**src/rtl/code_sched.sv**
```systemverilog
// code_sched: sequencing controller for the two-channel code datapath.
// Grants one of two job requests, drives the datapath Slt/En for the job
// length, then captures the selected datapath output as the job result.
// Optional feature macro: CODE_SCHED_RR_EN selects round-robin tie-breaking;
// when it is undefined, channel 0 has fixed priority on a tie.
module code_sched #(
  parameter int CNT_W  = 8,
  parameter int DATA_W = 64
) (
  input  logic              Clk,
  input  logic              Reset,
  input  logic              Req0,
  input  logic [CNT_W-1:0]  Cnt0,
  input  logic              Req1,
  input  logic [CNT_W-1:0]  Cnt1,
  output logic              Ack0,
  output logic              Ack1,
  output logic              Slt,
  output logic              En,
  input  logic [DATA_W-1:0] Output0,
  input  logic [DATA_W-1:0] Output1,
  output logic              Busy,
  output logic              Done,
  output logic              DoneCh,
  output logic [DATA_W-1:0] Result
);

  typedef enum logic [1:0] {
    IDLE,
    RUN,
    CAPT
  } state_t;

  state_t              state_q, state_d;
  logic [CNT_W-1:0]    rem_q, rem_d;
  logic                slt_q, slt_d;
  logic                ack0_q, ack0_d;
  logic                ack1_q, ack1_d;
  logic                done_q, done_d;
  logic                doneCh_q, doneCh_d;
  logic [DATA_W-1:0]   result_q, result_d;
  logic                winner;
  logic [CNT_W-1:0]    winCnt;
`ifdef CODE_SCHED_RR_EN
  logic                lastServed_q, lastServed_d;
`endif

  // State register plus all registered outputs; reset aborts any job in flight
  always_ff @(posedge Clk) begin
    if (Reset) begin
      state_q  <= IDLE;
      rem_q    <= '0;
      slt_q    <= 1'b0;
      ack0_q   <= 1'b0;
      ack1_q   <= 1'b0;
      done_q   <= 1'b0;
      doneCh_q <= 1'b0;
      result_q <= '0;
`ifdef CODE_SCHED_RR_EN
      lastServed_q <= 1'b1;
`endif
    end else begin
      state_q  <= state_d;
      rem_q    <= rem_d;
      slt_q    <= slt_d;
      ack0_q   <= ack0_d;
      ack1_q   <= ack1_d;
      done_q   <= done_d;
      doneCh_q <= doneCh_d;
      result_q <= result_d;
`ifdef CODE_SCHED_RR_EN
      lastServed_q <= lastServed_d;
`endif
    end
  end

  // Arbitration, next-state and next-output logic; pulses default low each cycle
  always_comb begin
    state_d  = state_q;
    rem_d    = rem_q;
    slt_d    = slt_q;
    ack0_d   = 1'b0;
    ack1_d   = 1'b0;
    done_d   = 1'b0;
    doneCh_d = doneCh_q;
    result_d = result_q;
`ifdef CODE_SCHED_RR_EN
    lastServed_d = lastServed_q;
    winner       = (Req0 && Req1) ? ~lastServed_q : Req1;
`else
    winner       = ~Req0;
`endif
    winCnt = winner ? Cnt1 : Cnt0;

    case (state_q)
      IDLE: begin
        if (Req0 || Req1) begin
          slt_d  = winner;
          ack0_d = ~winner;
          ack1_d = winner;
          rem_d  = winCnt;
          state_d = (winCnt != '0) ? RUN : CAPT;
`ifdef CODE_SCHED_RR_EN
          lastServed_d = winner;
`endif
        end
      end
      RUN: begin
        rem_d = rem_q - CNT_W'(1);
        if (rem_q == CNT_W'(1)) begin
          state_d = CAPT;
        end
      end
      CAPT: begin
        result_d = slt_q ? Output1 : Output0;
        doneCh_d = slt_q;
        done_d   = 1'b1;
        state_d  = IDLE;
      end
      default: begin
        state_d = IDLE;
      end
    endcase
  end

  assign En     = (state_q == RUN);
  assign Busy   = (state_q != IDLE);
  assign Slt    = slt_q;
  assign Ack0   = ack0_q;
  assign Ack1   = ack1_q;
  assign Done   = done_q;
  assign DoneCh = doneCh_q;
  assign Result = result_q;

endmodule
```
**config.mk**
```make
export PLATFORM = sky130hd
export DESIGN_NAME = code_sched
export DESIGN_NICKNAME = d
export VERILOG_FILES = /design/src/rtl/code_sched.sv
export SDC_FILE = /design/constraint.sdc
export NUM_CORES = 1
export LEC_CHECK = 0
export ABC_AREA = 1
export CAP_MARGIN = 40
export CORE_AREA = 2 2 104 146
export DETAILED_ROUTE_END_ITERATION = 10
export DIE_AREA = 0 0 106 148
export RECOVER_POWER = 25
export SLEW_MARGIN = 20
export SYNTH_ARGS = -nofsm -noshare
export SYNTH_HDL_FRONTEND = slang
export SYNTH_SLANG_ARGS = --single-unit
```
**constraint.sdc**
```tcl
create_clock -name Clk -period 2 [get_ports Clk]
set_clock_uncertainty 0.15 [all_clocks]
set_input_delay 0.2 -clock Clk [delete_from_list [all_inputs] [get_ports Clk]]
set_output_delay 0.2 -clock Clk [all_outputs]
set_load 0.005 [all_outputs]
```
==> impl_metrics.csv <==
group,metric,value,unit
setup_path,worstPathCellList,"nand2_1, inv_2, clkdlybuf4s50_1",
yosys,syn-mean-instance-area,7.097,µm²
yosys,syn-num-nets,650,
timing,fmax,529.3,MHz
timing,worstMarginPinSlew,0.7024,ns
final_layout,antenna_cells_inserted,0,
placed_design,placed_cells,879,
placed_design,port_buffer_count,218,
clock_network,clock-root-buffer,"sky130_fd_sc_hd__clkbuf_16",
clock_network,ctsHtreeMaxLevel,3,
final_layout,count_of_placed_standard_cells_in_the_final_layout_fillers_left_out,895,
floorplanning,io_pins,219,
final_layout,final_nets,851,
global_route,gr-total-overflow,0,
yosys,synth_warnings,0,
job,cap_violations,0,
global_route,grt_first_pass_wirelength,21850,µm
timing,timing.slew.headroom,53.12,%
yosys,synthesis.instances,500,
clock_network,cts_tree,"done",
setup_path,critPathTopFamily,"buffers and inverters",
yosys,syn-cell-area,0.003548,mm²
clock_network,cts_inserted_buffers,9,
global_route,antenna_violations_before_repair,0,
setup_path,timing.critical_path.to_type,"output port",
timing,layout_min_cycle_time,1.889,ns
hold_path,worstHoldPathType,"in -> reg",
clock_network,postCtsHoldBufs,0,
timing,hold_ws,0.2688,ns
timing,hold_violations,0,
setup_path,arrival,1.54,ns
timing,tns,0,ns
setup_path,worstPathBufferInverterCount,2,
yosys,ys_seq_area_share,44.57,%
clock_network,cts_resized,0,
global_route,grt_max_degree,57,
route,drtAntennaViolNets,0,
timing,final_max_slew_viol_count,0,
setup_path,worst_path_largest_cell_delay,0.52,ns
yosys,synthAdderAreaFrac,0.7052,%
placed_design,place.gp.congestion,0.9107,
yosys,post_synth_num_cell_types,24,
route,firstDrtPassIters,5,
floorplanning,chipWidth,106,µm
timing,final.period_utilization,94.47,%
route,routed_wirelength,14000,µm
floorplanning,floorplan.core_area,0.01438,mm²
clock_network,clkSinkCount,79,
clock_network,clock_insertion_delay_worst_skew,0.34,ns
yosys,yosys_reg_bits,79,
yosys,synth-xor-area-share,0,%
clock_network,cts.clk_slew.worst_paths,0.07,ns
power,static_leakage,2.620,nW
power,total_power,0.005929,W
setup_path,timing.critical_path.required,1.65,ns
clock_network,cts_setup_buffers,0,
yosys,post_synth_and_or_nand_nor_area_fraction,14.92,%
power,power.density,954.9,mW/mm²
yosys,synthMuxAreaShare,0,%
setup_path,critPathSlowestCell,"sky130_fd_sc_hd__clkdlybuf4s50_1",
setup_path,element_type_at_the_critical_path_start,"flop",
global_route,grt_pass1_vias,4419,
route,via_count,4304,
floorplanning,die-height,148,µm
route,post-route-drc-count,0,
route,vias_per_cell,4.809,
timing,rsz0062_at_grt,"no",
final_layout,post_route_cells_drive_above_1_share,4.816,%
power,vdd_ir_drop_max,0.4419,mV
route,detail_route.wl_per_cell,15.64,µm
timing,timing.final.setup_violations,0,
status,outcome,"finished clean",
route,initial_drt_markers,176,
yosys,synth_compound_area_share,32.16,%
placed_design,post-dp-hpwl,9898,µm
clock_network,longest_clk_path_bufs,2,
floorplanning,die_area,0.01569,mm²
global_route,globalRouteTotalUtil,17.58,%
final_layout,synthToLayoutAreaGrowth,74.96,%
setup_path,worstSetupPathType,"reg -> out",
floorplanning,fp-row-count,52,
floorplanning,start_util,24.68,%
setup_path,critPathMaxFanout,8,
yosys,largest_family_of_logic_cells_by_synthesized_area,"compound AO/OA/AOI/OAI gates",
power breakdown:
part / internal, W / switching (W) / leakage [nW] / total, W
clock: 0.00116 / 0.000673 / 0.158 / 0.00183
sequential: 0.00186 / 0.000178 / 0.644 / 0.00204
combinational: 0.00100 / 0.00105 / 1.82 / 0.00206
worst min-delay path, delay by kind of cell:
family	cells	cell delay, ns
AOI/OAI and AO/OA	1	0.06
buffers and inverters	1	0.40
and+or+nand+nor	1	0.06
synthesized netlist by cell type:
cell / count / share of area (%)
sky130_fd_sc_hd__dfxtp_1: 79 / 45
sky130_fd_sc_hd__or2_0: 1 / 0.18
sky130_fd_sc_hd__inv_1: 22 / 2.3
sky130_fd_sc_hd__nand3_1: 7 / 0.99
sky130_fd_sc_hd__nand2_2: 1 / 0.18
sky130_fd_sc_hd__inv_2: 4 / 0.42
sky130_fd_sc_hd__ha_1: 2 / 0.71
sky130_fd_sc_hd__buf_4: 2 / 0.42
sky130_fd_sc_hd__nor2_2: 1 / 0.18
sky130_fd_sc_hd__nor2_1: 14 / 1.5
sky130_fd_sc_hd__o21ai_0: 68 / 9.6
sky130_fd_sc_hd__nand4_1: 2 / 0.35
sky130_fd_sc_hd__a21oi_1: 137 / 19
sky130_fd_sc_hd__nand2_1: 99 / 10
sky130_fd_sc_hd__nor2_4: 1 / 0.32
sky130_fd_sc_hd__buf_1: 5 / 0.53
sky130_fd_sc_hd__nand2_4: 2 / 0.63
sky130_fd_sc_hd__a21oi_2: 2 / 0.49
sky130_fd_sc_hd__nor3_1: 1 / 0.14
sky130_fd_sc_hd__o211ai_1: 1 / 0.21
sky130_fd_sc_hd__buf_6: 1 / 0.32
sky130_fd_sc_hd__buf_2: 13 / 1.8
sky130_fd_sc_hd__o21ai_1: 18 / 2.5
sky130_fd_sc_hd__clkbuf_1: 17 / 1.8
layout by cell type, fill, tap and decap left out, drive strengths merged, types with 7 or more instances in the layout:
master         netlist  final
dfxtp               79     79
dlygate4sd3          0     10
nand3                7      7
clkdlybuf4s50        0    208
inv                 26     26
nor2                16     16
buf                 21      9
nand2              102    102
o21ai               86     86
a21oi              139    139
clkbuf              17     12
registers in the layout, indices dropped and copies added, names as in the netlist:
register and cells:
rem_q 8, Result 64, Ack0 1, Ack1 1, DoneCh 1, Slt 1, state_q 2, Done 1
layout make-up:
cell class / count / area [µm²]
tap: 189 / 236.5
multi-input combinational: 357 / 1677
timing repair buffer: 228 / 2282
sequential: 79 / 1583
clock inverter: 5 / 80.08
fill: 1448 / 8170
clock buffer: 11 / 252.7
inverter: 26 / 97.59
per-layer routing:
metal  vias up  global-route usage [%]  part of all wire (%)
li1       2096                       -                     -
met1      2009                   17.43                    36
met2       171                   33.81                    54
met3        28                   4.497                   6.4
met4         0                   7.895                   2.8
met5         -                       0                     0
cell families after synthesis:
family                     count (synthesis)
adders and majority gates                  2
and+or+nand+nor                          129
AOI/OAI and AO/OA                        226
DFF                                       79
buffers and inverters                     64
per-stage QoR:
step	utilization, %	setup WS, ns	cell area (µm²)
floorplan	-	0.7093	3548
global placement	41.08	0.3074	5907
detailed placement	41.08	0.2360	5907
CTS	43.40	0.09273	6240
global route	43.18	0.01157	6208
finish	43.18	0.1105	6208
path summary, 6_finish.rpt:
| kind | start | cells after the start | endpoint | slack [ns] |
|---|---|---|---|---|
| min | Output0[51] | 3 | Result[51] | 0.27 |
| max reg2reg | Slt | 4 | Result[40] | 0.24 |
| max | state_q[0] | 3 | En | 0.11 |
| min reg2reg | rem_q[5] | 2 | rem_q[5] | 0.33 |
No activity file was read; power rests on OpenSTA's default activity.
